## src/rtl/ofs_fim_if_pkg.sv

```systemverilog
// Shared port interface package: port CSR bit positions, soft-reset
// FSM states and AFU status CSR count.
package ofs_fim_if_pkg;

    localparam int NUM_PORT_AFU_STATUS_CSRS = 2;

    localparam int PORT_CTRL_RST_BIT      = 0;
    localparam int PORT_CTRL_ACK_BIT      = 4;
    localparam int PORT_STS_TIMEOUT_BIT   = 1;
    localparam int PORT_STS_UNDERFLOW_BIT = 2;
    localparam int PORT_STS_OUTST_LSB     = 8;

    typedef enum logic [1:0] {
        RUN   = 2'd0,
        DRAIN = 2'd1,
        RESET = 2'd2,
        ACK   = 2'd3
    } port_ctrl_state_e;

    function automatic logic [63:0] ctrl_readback(
        input logic [63:0] ctrl,
        input logic        ack
    );
        logic [63:0] v;
        v = ctrl;
        v[PORT_CTRL_ACK_BIT] = ack;
        return v;
    endfunction

endpackage

```

## src/rtl/port_csr_io_if.sv

```systemverilog
// Port CSR I/O bundle: cr2out_* from the register block, inp2cr_*
// register-value inputs back to it.
interface port_csr_io_if;
    import ofs_fim_if_pkg::*;

    logic [63:0] cr2out_port_control;
    logic [63:0] cr2out_port_error;
    logic        cr2out_port_error_clear;
    logic [63:0] cr2out_port_error_mask;

    logic [63:0] inp2cr_port_control;
    logic [63:0] inp2cr_port_status;
    logic [63:0] inp2cr_port_error;
    logic [63:0] inp2cr_port_malformed_req_0;
    logic [63:0] inp2cr_port_malformed_req_1;
    logic [63:0] inp2cr_port_debug0;
    logic [63:0] inp2cr_port_stp_status;
    logic [NUM_PORT_AFU_STATUS_CSRS-1:0][63:0] inp2cr_port_afu_status;

    // Register block side
    modport master (
        output cr2out_port_control,
        output cr2out_port_error,
        output cr2out_port_error_clear,
        output cr2out_port_error_mask,
        input  inp2cr_port_control,
        input  inp2cr_port_status,
        input  inp2cr_port_error,
        input  inp2cr_port_malformed_req_0,
        input  inp2cr_port_malformed_req_1,
        input  inp2cr_port_debug0,
        input  inp2cr_port_stp_status,
        input  inp2cr_port_afu_status
    );

    modport slave (
        input  cr2out_port_control,
        input  cr2out_port_error,
        input  cr2out_port_error_clear,
        input  cr2out_port_error_mask,
        output inp2cr_port_control,
        output inp2cr_port_status,
        output inp2cr_port_error,
        output inp2cr_port_malformed_req_0,
        output inp2cr_port_malformed_req_1,
        output inp2cr_port_debug0,
        output inp2cr_port_stp_status,
        output inp2cr_port_afu_status
    );

    // Functional end of the port CSR block
    modport tb (
        input  cr2out_port_control,
        input  cr2out_port_error,
        input  cr2out_port_error_clear,
        input  cr2out_port_error_mask,
        output inp2cr_port_control,
        output inp2cr_port_status,
        output inp2cr_port_error,
        output inp2cr_port_malformed_req_0,
        output inp2cr_port_malformed_req_1,
        output inp2cr_port_debug0,
        output inp2cr_port_stp_status,
        output inp2cr_port_afu_status
    );

endinterface

```

## src/rtl/port_csr_ctrl_err_fsm.sv

```systemverilog
// Port soft-reset sequencer: RUN/DRAIN/RESET/ACK FSM, drain timer,
// reset pulse counter and outstanding-request counter.
module port_soft_rst_fsm
    import ofs_fim_if_pkg::*;
#(
    parameter int OUTST_W       = 10,
    parameter int DRAIN_TIMEOUT = 4096,
    parameter int RST_CYC       = 16
) (
    input  logic               clk,
    input  logic               rst,
    input  logic               req,
    input  logic               req_issue,
    input  logic               req_done,
    output logic               drain,
    output logic               port_rst,
    output logic               ack,
    output logic               timeout,
    output logic               underflow,
    output logic [OUTST_W-1:0] outst
);

    localparam int TMR_W  = $clog2(DRAIN_TIMEOUT + 1);
    localparam int RCNT_W = $clog2(RST_CYC + 1);

    port_ctrl_state_e state, state_nxt;
    logic [TMR_W-1:0]  tmr;
    logic [RCNT_W-1:0] rcnt;
    logic              enter_drain;
    logic              enter_rst;
    logic              to_timeout;

    always_comb begin
        state_nxt   = state;
        enter_drain = 1'b0;
        to_timeout  = 1'b0;
        unique case (state)
            RUN: begin
                if (req) begin
                    state_nxt   = DRAIN;
                    enter_drain = 1'b1;
                end
            end
            DRAIN: begin
                if (outst == '0) begin
                    state_nxt = RESET;
                end else if (tmr == TMR_W'(DRAIN_TIMEOUT - 1)) begin
                    state_nxt  = RESET;
                    to_timeout = 1'b1;
                end
            end
            RESET: begin
                if (rcnt == RCNT_W'(RST_CYC - 1)) begin
                    state_nxt = ACK;
                end
            end
            ACK: begin
                if (!req) begin
                    state_nxt = RUN;
                end
            end
            default: state_nxt = RUN;
        endcase
    end

    assign enter_rst = (state == DRAIN) && (state_nxt == RESET);

    always_ff @(posedge clk or posedge rst) begin
        if (rst) begin
            state <= RUN;
            tmr   <= '0;
            rcnt  <= '0;
        end else begin
            state <= state_nxt;
            tmr   <= (state == DRAIN) ? tmr + TMR_W'(1) : '0;
            rcnt  <= (state == RESET) ? rcnt + RCNT_W'(1) : '0;
        end
    end

    // Timeout flag stays up until the next reset request is accepted
    always_ff @(posedge clk or posedge rst) begin
        if (rst) begin
            timeout <= 1'b0;
        end else if (enter_drain) begin
            timeout <= 1'b0;
        end else if (to_timeout) begin
            timeout <= 1'b1;
        end
    end

    always_ff @(posedge clk or posedge rst) begin
        if (rst) begin
            outst     <= '0;
            underflow <= 1'b0;
        end else if (enter_rst) begin
            outst     <= '0;
            underflow <= 1'b0;
        end else begin
            unique case ({req_issue, req_done})
                2'b10: begin
                    if (outst != '1) begin
                        outst <= outst + OUTST_W'(1);
                    end
                end
                2'b01: begin
                    if (outst == '0) begin
                        underflow <= 1'b1;
                    end else begin
                        outst <= outst - OUTST_W'(1);
                    end
                end
                default: ;
            endcase
        end
    end

    assign drain    = (state != RUN);
    assign port_rst = (state == RESET);
    assign ack      = (state == ACK);

endmodule

```

## src/rtl/port_csr_ctrl_err.sv

```systemverilog
// Port CSR functional end: soft-reset handshake, sticky errors,
// first-error/malformed capture, status. Option: PORT_ERR_TIMESTAMP_EN.
module port_csr_ctrl_err
    import ofs_fim_if_pkg::*;
#(
    parameter int NUM_ERR       = 16,
    parameter int MALF_ERR_IDX  = 3,
    parameter int OUTST_W       = 10,
    parameter int DRAIN_TIMEOUT = 4096,
    parameter int RST_CYC       = 16
) (
    input  logic                clk,
    input  logic                rst,
    port_csr_io_if.tb           csr_io,
    input  logic [NUM_ERR-1:0]  err_evt,
    input  logic [127:0]        malf_hdr,
    input  logic                req_issue,
    input  logic                req_done,
    input  logic [NUM_PORT_AFU_STATUS_CSRS-1:0][63:0] afu_status_in,
    output logic                drain,
    output logic                port_rst
);

    logic               ack;
    logic               timeout;
    logic               underflow;
    logic [OUTST_W-1:0] outst;
    logic               req;

    assign req = csr_io.cr2out_port_control[PORT_CTRL_RST_BIT];

    port_soft_rst_fsm #(
        .OUTST_W       (OUTST_W),
        .DRAIN_TIMEOUT (DRAIN_TIMEOUT),
        .RST_CYC       (RST_CYC)
    ) u_fsm (
        .clk       (clk),
        .rst       (rst),
        .req       (req),
        .req_issue (req_issue),
        .req_done  (req_done),
        .drain     (drain),
        .port_rst  (port_rst),
        .ack       (ack),
        .timeout   (timeout),
        .underflow (underflow),
        .outst     (outst)
    );

    logic [63:0] ctrl_q;
    logic [NUM_PORT_AFU_STATUS_CSRS-1:0][63:0] afu_q;

    always_ff @(posedge clk or posedge rst) begin
        if (rst) begin
            ctrl_q <= '0;
            afu_q  <= '0;
        end else begin
            ctrl_q <= ctrl_readback(csr_io.cr2out_port_control, ack);
            afu_q  <= afu_status_in;
        end
    end

    logic [63:0] status;

    always_comb begin
        status = '0;
        status[0] = port_rst | drain;
        status[PORT_STS_TIMEOUT_BIT] = timeout;
        status[PORT_STS_UNDERFLOW_BIT] = underflow;
        status[PORT_STS_OUTST_LSB +: OUTST_W] = outst;
    end

    logic [NUM_ERR-1:0] err_set;
    logic [NUM_ERR-1:0] err_clr;
    logic [NUM_ERR-1:0] err_q;
    logic [NUM_ERR-1:0] err_nxt;
    logic [NUM_ERR-1:0] first_q;
    logic               first_cap;
    logic               first_clr;
    logic               malf_cap;
    logic [63:0]        malf0_q;
    logic [63:0]        malf1_q;

    assign err_set = err_evt & ~csr_io.cr2out_port_error_mask[NUM_ERR-1:0];
    assign err_clr = csr_io.cr2out_port_error_clear ?
                     csr_io.cr2out_port_error[NUM_ERR-1:0] : '0;
    // Set is applied after clear so a coincident event survives the W1C
    assign err_nxt = (err_q & ~err_clr) | err_set;

    assign first_cap = (err_q == '0) && (err_set != '0);
    assign first_clr = (err_nxt == '0);
    assign malf_cap  = err_set[MALF_ERR_IDX] & ~err_q[MALF_ERR_IDX];

    always_ff @(posedge clk or posedge rst) begin
        if (rst) begin
            err_q   <= '0;
            first_q <= '0;
        end else begin
            err_q <= err_nxt;
            if (first_cap) begin
                first_q <= err_set;
            end else if (first_clr) begin
                first_q <= '0;
            end
        end
    end

    always_ff @(posedge clk or posedge rst) begin
        if (rst) begin
            malf0_q <= '0;
            malf1_q <= '0;
        end else if (malf_cap) begin
            malf0_q <= malf_hdr[63:0];
            malf1_q <= malf_hdr[127:64];
        end else if (!err_nxt[MALF_ERR_IDX]) begin
            malf0_q <= '0;
            malf1_q <= '0;
        end
    end

    logic [63:0] debug0;
    logic [63:0] stp_status;

`ifdef PORT_ERR_TIMESTAMP_EN
    logic [47:0] ts;
    logic [47:0] first_ts;

    always_ff @(posedge clk or posedge rst) begin
        if (rst) begin
            ts       <= '0;
            first_ts <= '0;
        end else begin
            ts <= ts + 48'd1;
            if (first_cap) begin
                first_ts <= ts;
            end else if (first_clr) begin
                first_ts <= '0;
            end
        end
    end

    assign debug0     = {first_ts, 16'(first_q)};
    assign stp_status = {16'h0, ts};
`else
    assign debug0     = 64'(first_q);
    assign stp_status = '0;
`endif

    assign csr_io.inp2cr_port_control         = ctrl_q;
    assign csr_io.inp2cr_port_status          = status;
    assign csr_io.inp2cr_port_error           = 64'(err_q);
    assign csr_io.inp2cr_port_malformed_req_0 = malf0_q;
    assign csr_io.inp2cr_port_malformed_req_1 = malf1_q;
    assign csr_io.inp2cr_port_debug0          = debug0;
    assign csr_io.inp2cr_port_stp_status      = stp_status;
    assign csr_io.inp2cr_port_afu_status      = afu_q;

    logic unused_ok;
    assign unused_ok = ^{csr_io.cr2out_port_error,
                         csr_io.cr2out_port_error_mask};

endmodule

```

## src/flat_wrapper.sv

```systemverilog
// flat-port wrapper written by rule: the top's interface ports become plain ports
module port_csr_ctrl_err_flat import ofs_fim_if_pkg::*;
#(
    parameter int NUM_ERR       = 16,
    parameter int MALF_ERR_IDX  = 3,
    parameter int OUTST_W       = 10,
    parameter int DRAIN_TIMEOUT = 4096,
    parameter int RST_CYC       = 16
)
  (clk, rst, err_evt, malf_hdr, req_issue, req_done, afu_status_in, drain, port_rst, csr_io_cr2out_port_control, csr_io_cr2out_port_error, csr_io_cr2out_port_error_clear, csr_io_cr2out_port_error_mask, csr_io_inp2cr_port_control, csr_io_inp2cr_port_status, csr_io_inp2cr_port_error, csr_io_inp2cr_port_malformed_req_0, csr_io_inp2cr_port_malformed_req_1, csr_io_inp2cr_port_debug0, csr_io_inp2cr_port_stp_status, csr_io_inp2cr_port_afu_status);
  port_csr_io_if csr_io_i ();
  input  logic clk;
  input  logic rst;
  input  logic [NUM_ERR-1:0] err_evt;
  input  logic [127:0] malf_hdr;
  input  logic req_issue;
  input  logic req_done;
  input  logic [NUM_PORT_AFU_STATUS_CSRS-1:0][63:0] afu_status_in;
  output logic drain;
  output logic port_rst;
  input wire logic [$bits(csr_io_i.cr2out_port_control)-1:0] csr_io_cr2out_port_control;
  input wire logic [$bits(csr_io_i.cr2out_port_error)-1:0] csr_io_cr2out_port_error;
  input wire logic [$bits(csr_io_i.cr2out_port_error_clear)-1:0] csr_io_cr2out_port_error_clear;
  input wire logic [$bits(csr_io_i.cr2out_port_error_mask)-1:0] csr_io_cr2out_port_error_mask;
  output wire logic [$bits(csr_io_i.inp2cr_port_control)-1:0] csr_io_inp2cr_port_control;
  output wire logic [$bits(csr_io_i.inp2cr_port_status)-1:0] csr_io_inp2cr_port_status;
  output wire logic [$bits(csr_io_i.inp2cr_port_error)-1:0] csr_io_inp2cr_port_error;
  output wire logic [$bits(csr_io_i.inp2cr_port_malformed_req_0)-1:0] csr_io_inp2cr_port_malformed_req_0;
  output wire logic [$bits(csr_io_i.inp2cr_port_malformed_req_1)-1:0] csr_io_inp2cr_port_malformed_req_1;
  output wire logic [$bits(csr_io_i.inp2cr_port_debug0)-1:0] csr_io_inp2cr_port_debug0;
  output wire logic [$bits(csr_io_i.inp2cr_port_stp_status)-1:0] csr_io_inp2cr_port_stp_status;
  output wire logic [$bits(csr_io_i.inp2cr_port_afu_status)-1:0] csr_io_inp2cr_port_afu_status;
  assign csr_io_i.cr2out_port_control = csr_io_cr2out_port_control;
  assign csr_io_i.cr2out_port_error = csr_io_cr2out_port_error;
  assign csr_io_i.cr2out_port_error_clear = csr_io_cr2out_port_error_clear;
  assign csr_io_i.cr2out_port_error_mask = csr_io_cr2out_port_error_mask;
  assign csr_io_inp2cr_port_control = csr_io_i.inp2cr_port_control;
  assign csr_io_inp2cr_port_status = csr_io_i.inp2cr_port_status;
  assign csr_io_inp2cr_port_error = csr_io_i.inp2cr_port_error;
  assign csr_io_inp2cr_port_malformed_req_0 = csr_io_i.inp2cr_port_malformed_req_0;
  assign csr_io_inp2cr_port_malformed_req_1 = csr_io_i.inp2cr_port_malformed_req_1;
  assign csr_io_inp2cr_port_debug0 = csr_io_i.inp2cr_port_debug0;
  assign csr_io_inp2cr_port_stp_status = csr_io_i.inp2cr_port_stp_status;
  assign csr_io_inp2cr_port_afu_status = csr_io_i.inp2cr_port_afu_status;
  port_csr_ctrl_err #(.NUM_ERR(NUM_ERR), .MALF_ERR_IDX(MALF_ERR_IDX), .OUTST_W(OUTST_W), .DRAIN_TIMEOUT(DRAIN_TIMEOUT), .RST_CYC(RST_CYC)) u_core (.clk(clk), .rst(rst), .csr_io(csr_io_i), .err_evt(err_evt), .malf_hdr(malf_hdr), .req_issue(req_issue), .req_done(req_done), .afu_status_in(afu_status_in), .drain(drain), .port_rst(port_rst));
endmodule
```

## config.mk

```make
export PLATFORM = sky130hd
export DESIGN_NAME = port_csr_ctrl_err_flat
export DESIGN_NICKNAME = d
export VERILOG_FILES = /design/src/rtl/ofs_fim_if_pkg.sv /design/src/rtl/port_csr_io_if.sv /design/src/rtl/port_csr_ctrl_err_fsm.sv /design/src/rtl/port_csr_ctrl_err.sv /design/src/flat_wrapper.sv
export SDC_FILE = /design/constraint.sdc
export NUM_CORES = 1
export LEC_CHECK = 0
export BUFFER_PORTS_ARGS = -buffer_cell sky130_fd_sc_hd__buf_2
export CORE_AREA = 2 2 405 407
export DETAILED_ROUTE_END_ITERATION = 8
export DIE_AREA = 0 0 407 409
export GPL_ROUTABILITY_DRIVEN = 0
export RECOVER_POWER = 25
export SLEW_MARGIN = 15
export SYNTH_ARGS = -nofsm -noshare
export SYNTH_HDL_FRONTEND = slang
export SYNTH_HIERARCHICAL = 1
export SYNTH_SLANG_ARGS = --single-unit
```

## constraint.sdc

```tcl
create_clock -name clk -period 18.5 [get_ports clk]
set_input_delay 2.775 -clock clk [delete_from_list [all_inputs] [get_ports clk]]
set_output_delay 2.775 -clock clk [all_outputs]
set_load 0.01 [all_outputs]
```

-- Word level (Yosys, flattened, before mapping)
Cells that the tools add are included.
- bits in registers: 384
- bits in latches: 0
- bits in writable memories: 0
- memory bits (read-only): 0
- input port bits: 469
- output and inout bits: 578
- memories: 0
- add/sub/neg operators: 4
- multipliers: 0
- div/mod/pow operators: 0
- magnitude comparators: 0
- equality and inequality tests: 12
- shift-type cells: 0
- muxes and demuxes: 28
- bitwise gates (word level): 8
- reductions and logical operators: 15
- operators by type and width (cell ; count):
    64-bit 2-to-1 mux ; 3
    16-bit 2-to-1 mux ; 3
    16-bit bitwise AND ; 2
    16-bit zero test ; 2
    16-bit NOT ; 2
    10-bit 2-to-1 mux ; 3
    10-bit one-hot mux with 2 select lines ; 1
    16-bit OR ; 1
    16-bit nonzero test ; 1
    13-bit by 1-bit adder with 13-bit output, second input constant ; 1
    13-bit by 12-bit equality test with 1-bit output, second input constant ; 1
    13-bit 2-to-1 mux ; 1
    10-bit by 1-bit adder with 10-bit output, second input constant ; 1
    10-bit zero test ; 1
    1-bit 2-to-1 mux ; 10
    2-bit 2-to-1 mux ; 5
    10-bit inequality test, second input constant ; 1
    2-bit nonzero test ; 5
    10-bit by 1-bit subtractor with 10-bit output, second input constant ; 1
    2-bit equality test, second input constant ; 4
    2-bit one-hot mux with 4 select lines ; 1
    3-bit inequality test, second input constant ; 2
    5-bit by 1-bit adder with 5-bit output, second input constant ; 1
    5-bit by 4-bit equality test with 1-bit output, second input constant ; 1
    11 further kinds ; 13

-- Logic depth before layout (Yosys ltp)
Gate-level depths: netlist of the first run.
- depth after elaboration: 8
- gate-level depth with buffers: 9
- mapped depth without buffers: 9

-- Hierarchy
Netlist of the first run, hierarchy kept.
- modules (own cells, without submodules) (module ; instances ; cells each ; area an instance (µm²) ; seq. area each (µm²)):
    port_csr_ctrl_err ; 1 ; 1114 ; 12871.1 ; 8808.4
    port_soft_rst_fsm ; 1 ; 188 ; 1841.8 ; 800.8

-- Worst setup path after synthesis of the first run
OpenSTA, ideal clock, no wires.
- path kind: input to register
- start point: in req_issue
- end point: reg u_core.u_fsm.outst[8]
- library setup time: 0.121 ns
- data arrival time: 4.475 ns
- setup slack: 13.904 ns
- cell stages on the path: 9
- cells stage by stage: nand2b_1 > inv_1 > fa_1 > a21o_1 > nand2_1 > a21oi_1 > o41ai_1 > xnor2_1 > a22o_2
- word-level cells in the longest chain between the ends: 3
- elaborated cells on any way between the ends: 8
- those cells by class: 4 x eq/ne; 2 x mux; 2 x reduce/logical
- RTL lines (what ; RTL line ; RTL):
    start, declared ; flat_wrapper.sv:16 ; input logic req_issue;
    2-bit by 1-bit equality test with 1-bit output or 2-bit equality test (tied branches) ; port_csr_ctrl_err_fsm.sv:99 ; unique case ({req_issue, req_done})
    3-bit inequality test (no source line), or another cell as far along ; - ;
    3-bit AND reduction (no source line) or 10-bit 2-to-1 mux (tied branches) ; - ;
    end signal, assigned ; port_csr_ctrl_err_fsm.sv:102 ; outst <= outst + OUTST_W'(1);
    end signal, assigned ; port_csr_ctrl_err_fsm.sv:109 ; outst <= outst - OUTST_W'(1);
    end, declared ; port_csr_ctrl_err_fsm.sv:20 ; output logic [OUTST_W-1:0] outst
Parallel ways exist; a longest one is shown, timed or not.
A chain may end at the register's enable or synchronous reset.

==> impl_metrics.toml, run 1 <==
[clocking]
cts_buffers = 49
cts-root-buf = "clkbuf_16"
cts.sinks = 384
clk_pin_slew_ns = 0.06
ctsHoldBuffers = 0
post_cts_buffers = 0
cts_tree = "done"
h-tree-depth = 2
cts_buffer_depth = 3
clock_latency_ns = 0.67
cts_resized = 0

[sta]
fin_setup_tns_ns = 0
tightest_slew_ns = 5.03
relSlewSlack = -2.37
rsz0062_at_grt = "false"
clock.fmax_mhz = 142
hold_viol_final = 0
min_period_ns = 7.03
drv_slew = 128
finalCritPeriodShare = 0.380
setup_viol = 0
finClkSkew_ns = 0.0514

[finish]
regArea_um2 = 9610
multiInputGateArea_um2 = 3990
stdcell_count = 4264
area_delta_synth_final_pct = 48.1
nets = 2527
drive_above_1_share = 0.395
num-fill-cells = 18400
layout_commonest_cell = "buf_2"
layout_common_cells = "712 x buf_2, 384 x dfrtp_1, 300 x nand2_1, 211 x conb_1, 136 x o21ai_0"

[setup_path]
critPathMaxStageDelay_ns = 2.77
critPathCaptureType = "async pin"
worstPathCellList = "clkbuf_1 -> clkinvlp_2 -> buf_4 -> buf_4"
reg2reg_from = "u_core/u_fsm/tmr[0]"
crit_buf_inv = 4
cpMaxStageDelayCell = "clkinvlp_2"
crit_path_start_kind = "input port"
cp.arrival_ns = 7.64
r2r_slack_ns = 16.01
rr_endpoint = "u_core/u_fsm/outst[9]"
path_max_fanout = 94
cp_common_cell = "buf_4"
crit_family = "buffers and inverters"
worst_r2r_path_depth = 7
critPathRequiredTime_ns = 19.11
crit_type = "input port to async pin"

[hold_path]
hold_path_depth = 1
hold_path_end = "u_core/u_fsm/rcnt[0]"
min_from = "u_core/u_fsm/rcnt[0]"
hp-class = "register to register"

[pwr]
swShare = 0.300
power_mw = 2.30
leakagePower_nw = 10.5
ir_drop_v = 0.0000827
comb_power_share = 0.154
clkPwrFrac = 0.427
seq_power_share = 0.419
p_per_area_nw_per_um2 = 105
net-switching-power_uw = 690
internal_power_mw = 1.61

[synthesis]
synth_cell_types = 50
ys_seq_area_frac = 0.653
yosysWarningCount = 6
synth_top_flop_cell = "dfrtp_1"
avgSynthCellArea_um2 = 11.3
synth_cells = 1302
synth-edff-count = 0
synth_seq_cells = 384
syn-cell-area_um2 = 14700
ys_async_sr_fraction = 1.00

[grt]
grt_antenna_before_repair = 54
grt_pass1_vias = 11900
grt_pass1_wl_mm = 92.5
grt_max_degree = 95
grt-ovfl-total = 0
grtUsageTotal = 0.0812

[floorplanning]
initial_utilization = 0.0908
rows = 148
core_area_um2 = 162000
dieArea_um2 = 166000
ios = 1047
die_y_um = 409
die_w_um = 407

[detailed_routing]
drc = 0
drtIter0Drc = 575
final_antenna_net_count = 0
dr.pass1.iters = 8
viasPerCell = 2.79
via_count = 11900
wl_per_cell_um = 16.6
wirelength_mm = 70.8

[placement]
place_inst = 4170
dp_hpwl_mm = 56.9
io_buffers = 738

[run]
cap_violations = 2

[status]
status = "complete, but fails checks"
violations = "max-capacitance violations, max-slew violations"
flip-flops by register name, indices dropped and copies added, names as in the netlist:
name / count
u_core/csr_io.inp2cr_port_afu_status: 128
u_core/csr_io.inp2cr_port_control: 64
u_core/csr_io.inp2cr_port_malformed_req_0: 64
u_core/csr_io.inp2cr_port_malformed_req_1: 64
u_core/err_q: 16
u_core/first_q: 16
u_core/u_fsm/tmr: 13
u_core/u_fsm/outst: 10
u_core/u_fsm/rcnt: 5
u_core/u_fsm/state: 2
u_core/u_fsm/timeout: 1
u_core/u_fsm/underflow: 1
logic make-up after synthesis:
| logic type | synth area share |
|---|---|
| AOI/OAI and AO/OA | 0.0779 |
| muxes | 0.00213 |
| xor gates and xnor gates | 0.0107 |
| buffers and inverters | 0.130 |
| adders and majority gates | 0.0107 |
| DFF | 0.653 |
| other | 0.000255 |
| and+or+nand+nor | 0.115 |
worst max-delay path by stage:
stage                          start                                            end  slack, ns  cells after the start
4_1_cts        u_core/u_fsm/state[1]                   csr_io_inp2cr_port_status[0]      13.73                      3
2_1_floorplan                    rst        u_core/csr_io.inp2cr_port_afu_status[0]       5.96                      1
6_report                         rst  u_core/csr_io.inp2cr_port_malformed_req_1[33]      11.47                      4
3_5_place_dp                     rst           u_core/csr_io.inp2cr_port_control[6]      13.09                      4
3_3_place_gp                     rst      u_core/csr_io.inp2cr_port_afu_status[105]      13.18                      4
5_1_grt                          rst  u_core/csr_io.inp2cr_port_malformed_req_0[56]      10.44                      4
stage by stage:
| stage | area [um2] | utilization | setup WS [ns] | hold slack, ns |
|---|---|---|---|---|
| after floorplan | 15500 | - | 5.96 | 0.433 |
| after global placement | 20200 | 0.125 | 13.18 | 0.446 |
| after detailed placement | 20200 | 0.125 | 13.09 | 0.459 |
| after CTS | 21800 | 0.135 | 13.73 | 0.467 |
| after global routing | 21800 | 0.134 | 10.44 | 0.499 |
| final | 21800 | 0.135 | 11.47 | 0.464 |
area by class of cell:
class	instances	area share
Antenna cell	5	0.000574
Inverter	23	0.00402
Tap cell	2175	0.125
Clock inverter	25	0.0134
Sequential cell	384	0.441
Clock buffer	64	0.0621
Multi-Input combinational cell	840	0.183
Timing Repair Buffer	748	0.171
power groups by stage:
stage | clock network, mW | logic, mW | registers, mW
2_1_floorplan | 0 | 0.195 | 0.993
3_3_place_gp | 0 | 0.356 | 0.975
3_5_place_dp | 0 | 0.359 | 0.976
4_1_cts | 1.03 | 0.361 | 0.964
5_1_grt | 1.06 | 0.396 | 0.972
6_report | 0.981 | 0.354 | 0.963
worst reg2reg max path: stages, from the launching register on:
cell and delay, ns:
dfrtp_1 0.40, ha_1 0.25, nand4_1 0.20, or4_1 0.25
nor2_2 0.05, nor4_2 0.85, a21bo_2 0.30, mux2i_1 0.11
synth_stat cells, types with 2 or more instances:
library cell	number	area [um2]
a21o_1	17	128
a21oi_1	9	45.0
a22o_2	8	80.1
and2_1	3	18.8
and3_1	4	25.0
buf_1	3	11.3
buf_4	214	1610
buf_6	2	22.5
clkbuf_1	44	165
dfrtp_1	384	9610
ha_1	11	138
inv_1	23	86.3
mux2i_1	2	20.0
nand2_1	300	1130
nand2b_1	5	31.3
nand3_1	8	40.0
nand4_1	5	31.3
nor2_1	25	93.8
nor2b_1	18	113
nor3_1	4	20.0
nor4_1	12	75.1
o211ai_1	2	15.0
o21ai_0	136	681
o22ai_1	16	100
o31ai_1	2	15.0
or2_2	2	12.5
or4_1	2	15.0
or4_4	3	33.8
xnor2_1	11	96.3
xor2_1	7	61.3
metal layers:
| metal | global-route usage | part of all wire | vias to the layer above |
|---|---|---|---|
| li1 | - | - | 5291 |
| met1 | 0.0814 | 0.34 | 5663 |
| met2 | 0.135 | 0.47 | 753 |
| met3 | 0.0524 | 0.15 | 178 |
| met4 | 0.0282 | 0.035 | 16 |
| met5 | 0 | 0.0016 | - |
Note: power is estimated with default switching activity, not from simulation.
==> inputs of run 2 (changes only) <==
--- a/config.mk
+++ b/config.mk
@@ -6,9 +6,9 @@
 export NUM_CORES = 1
 export LEC_CHECK = 0
 export BUFFER_PORTS_ARGS = -buffer_cell sky130_fd_sc_hd__buf_2
-export CORE_AREA = 2 2 405 407
+export CORE_AREA = 2 2 409 411
 export DETAILED_ROUTE_END_ITERATION = 8
-export DIE_AREA = 0 0 407 409
+export DIE_AREA = 0 0 411 413
 export GPL_ROUTABILITY_DRIVEN = 0
 export RECOVER_POWER = 25
 export SLEW_MARGIN = 15
==> constraint.sdc (replaced) <==
create_clock -name clk -period 6.4 [get_ports clk]
set_input_delay 0.96 -clock clk [delete_from_list [all_inputs] [get_ports clk]]
set_output_delay 0.96 -clock clk [all_outputs]
set_load 0.01 [all_outputs]
==> impl_metrics.toml, run 2 (synthesized netlist as in run 1, its figures left out) <==
[run]
cap_violations = 2

[setup_path]
path_max_fanout = 48
worst_r2r_path_depth = 6
crit_path_start_kind = "input port"
reg2reg_from = "u_core/err_q[3]"
crit_type = "input port to register"
r2r_slack_ns = 3.52
setup.worst_path.start = "csr_io_cr2out_port_error_clear"
cp.arrival_ns = 3.98
rr_endpoint = "u_core/first_q[7]"
critPathCaptureType = "register"
critPathRequiredTime_ns = 6.84

[detailed_routing]
dr.pass1.iters = 5
wirelength_mm = 70.3
final_antenna_net_count = 0
drc = 0
via_count = 11900
viasPerCell = 2.78
wl_per_cell_um = 16.4
drtIter0Drc = 735

[floorplanning]
die_y_um = 413
ios = 1047
dieArea_um2 = 170000
die_w_um = 411
rows = 150
initial_utilization = 0.0887
core_area_um2 = 166000

[sta]
tightest_slew_ns = 1.79
hold_viol_final = 0
drv_slew = 65
fin_setup_tns_ns = 0
finClkSkew_ns = 0.0497
clock.fmax_mhz = 283
min_period_ns = 3.54
finalCritPeriodShare = 0.553
setup_viol = 0
relSlewSlack = -0.192
whs_ns = 0.409
worst_slack_ns = 2.86
rsz0062_at_grt = "false"

[finish]
final_core_util = 0.132
largest_reg_flops = 128
stdcell_count = 4298
area_delta_synth_final_pct = 48.6
nets = 2530
fin_area_um2 = 21900
drive_above_1_share = 0.394
layout_common_cells = "707 x buf_2, 384 x dfrtp_1, 300 x nand2_1, 211 x conb_1, 136 x o21ai_0"
num-fill-cells = 19000
layout_commonest_cell = "buf_2"

[grt]
grt-ovfl-total = 0
grt_pass1_wl_mm = 91.9
grt_antenna_before_repair = 54
grt_max_degree = 125
grt_pass1_vias = 11500
grtUsageTotal = 0.0787

[clocking]
cts_resized = 0
cts.sinks = 384
cts_tree = "done"
cts_buffers = 47
clock_latency_ns = 0.65
post_cts_buffers = 0
cts_buffer_depth = 3
ctsHoldBuffers = 0
h-tree-depth = 2
cts-root-buf = "clkbuf_16"
clk_pin_slew_ns = 0.06

[hold_path]
hold_path_end = "u_core/csr_io.inp2cr_port_afu_status[49]"
hold_path_depth = 1
hp-class = "input port to register"
min_from = "afu_status_in[49]"

[pwr]
ir_drop_v = 0.000231
leakagePower_nw = 10.5
power_mw = 6.60
p_per_area_nw_per_um2 = 302

[placement]
io_buffers = 738
place_area_um2 = 20300
place_inst = 4204
dp_hpwl_mm = 57.7
detailedPlace.worstSlack_ns = 2.52

[status]
status = "complete, but fails checks"
violations = "max-capacitance violations, max-slew violations"
==> run 2: changes by cell type in the layout (fill, tap and decap cells not counted), sizes merged, moves of 2 or more <==
cell	previous run	this run
clkinv	10	12
buf	721	719
diode	5	9
clkinvlp	6	3
clkbuf	91	97
inv	29	26
==> run 2: final cells by class <==
class / count / area (um2) / share of cell area
Clock buffer: 63 / 1340 / 0.0612
Tap cell: 2204 / 2760 / 0.126
Sequential cell: 384 / 9610 / 0.440
Antenna cell: 9 / 22.5 / 0.00103
Clock inverter: 22 / 269 / 0.0123
Inverter: 23 / 87.6 / 0.00401
Multi-Input combinational cell: 840 / 4010 / 0.183
Timing Repair Buffer: 753 / 3770 / 0.172
==> run 2: report_power, final <==
| group | total, mW | switching [mW] | leakage (nW) | internal (mW) |
|---|---|---|---|---|
| Clock | 2.79 | 1.15 | 0.789 | 1.64 |
| Combinational | 1.02 | 0.636 | 4.96 | 0.388 |
| Sequential | 2.79 | 0.158 | 4.77 | 2.63 |
==> run 2: worst max path at each step <==
stage	to	depth (start not counted)
floorplan	u_core/csr_io.inp2cr_port_afu_status[0]	1
CTS	u_core/first_q[15]	8
global placement	u_core/first_q[11]	8
detailed placement	u_core/first_q[15]	8
global route	u_core/first_q[7]	8
finish	u_core/first_q[7]	8
==> run 2: critical path, cell delays in order <==
cell	delay, ns
clkbuf_1	0.53
nand2_1	0.25
a21oi_4	0.19
buf_4	0.43
inv_1	0.11
or4_1	0.53
nor4_4	0.82
o22ai_1	0.15
==> run 2: per-layer routing <==
metal / part of all wire / vias to the layer above / track usage
met5: 0.00098 / - / 0
met4: 0.056 / 12 / 0.0400
met2: 0.46 / 787 / 0.128
met3: 0.12 / 178 / 0.0361
met1: 0.37 / 5654 / 0.0860
li1: - / 5304 / -
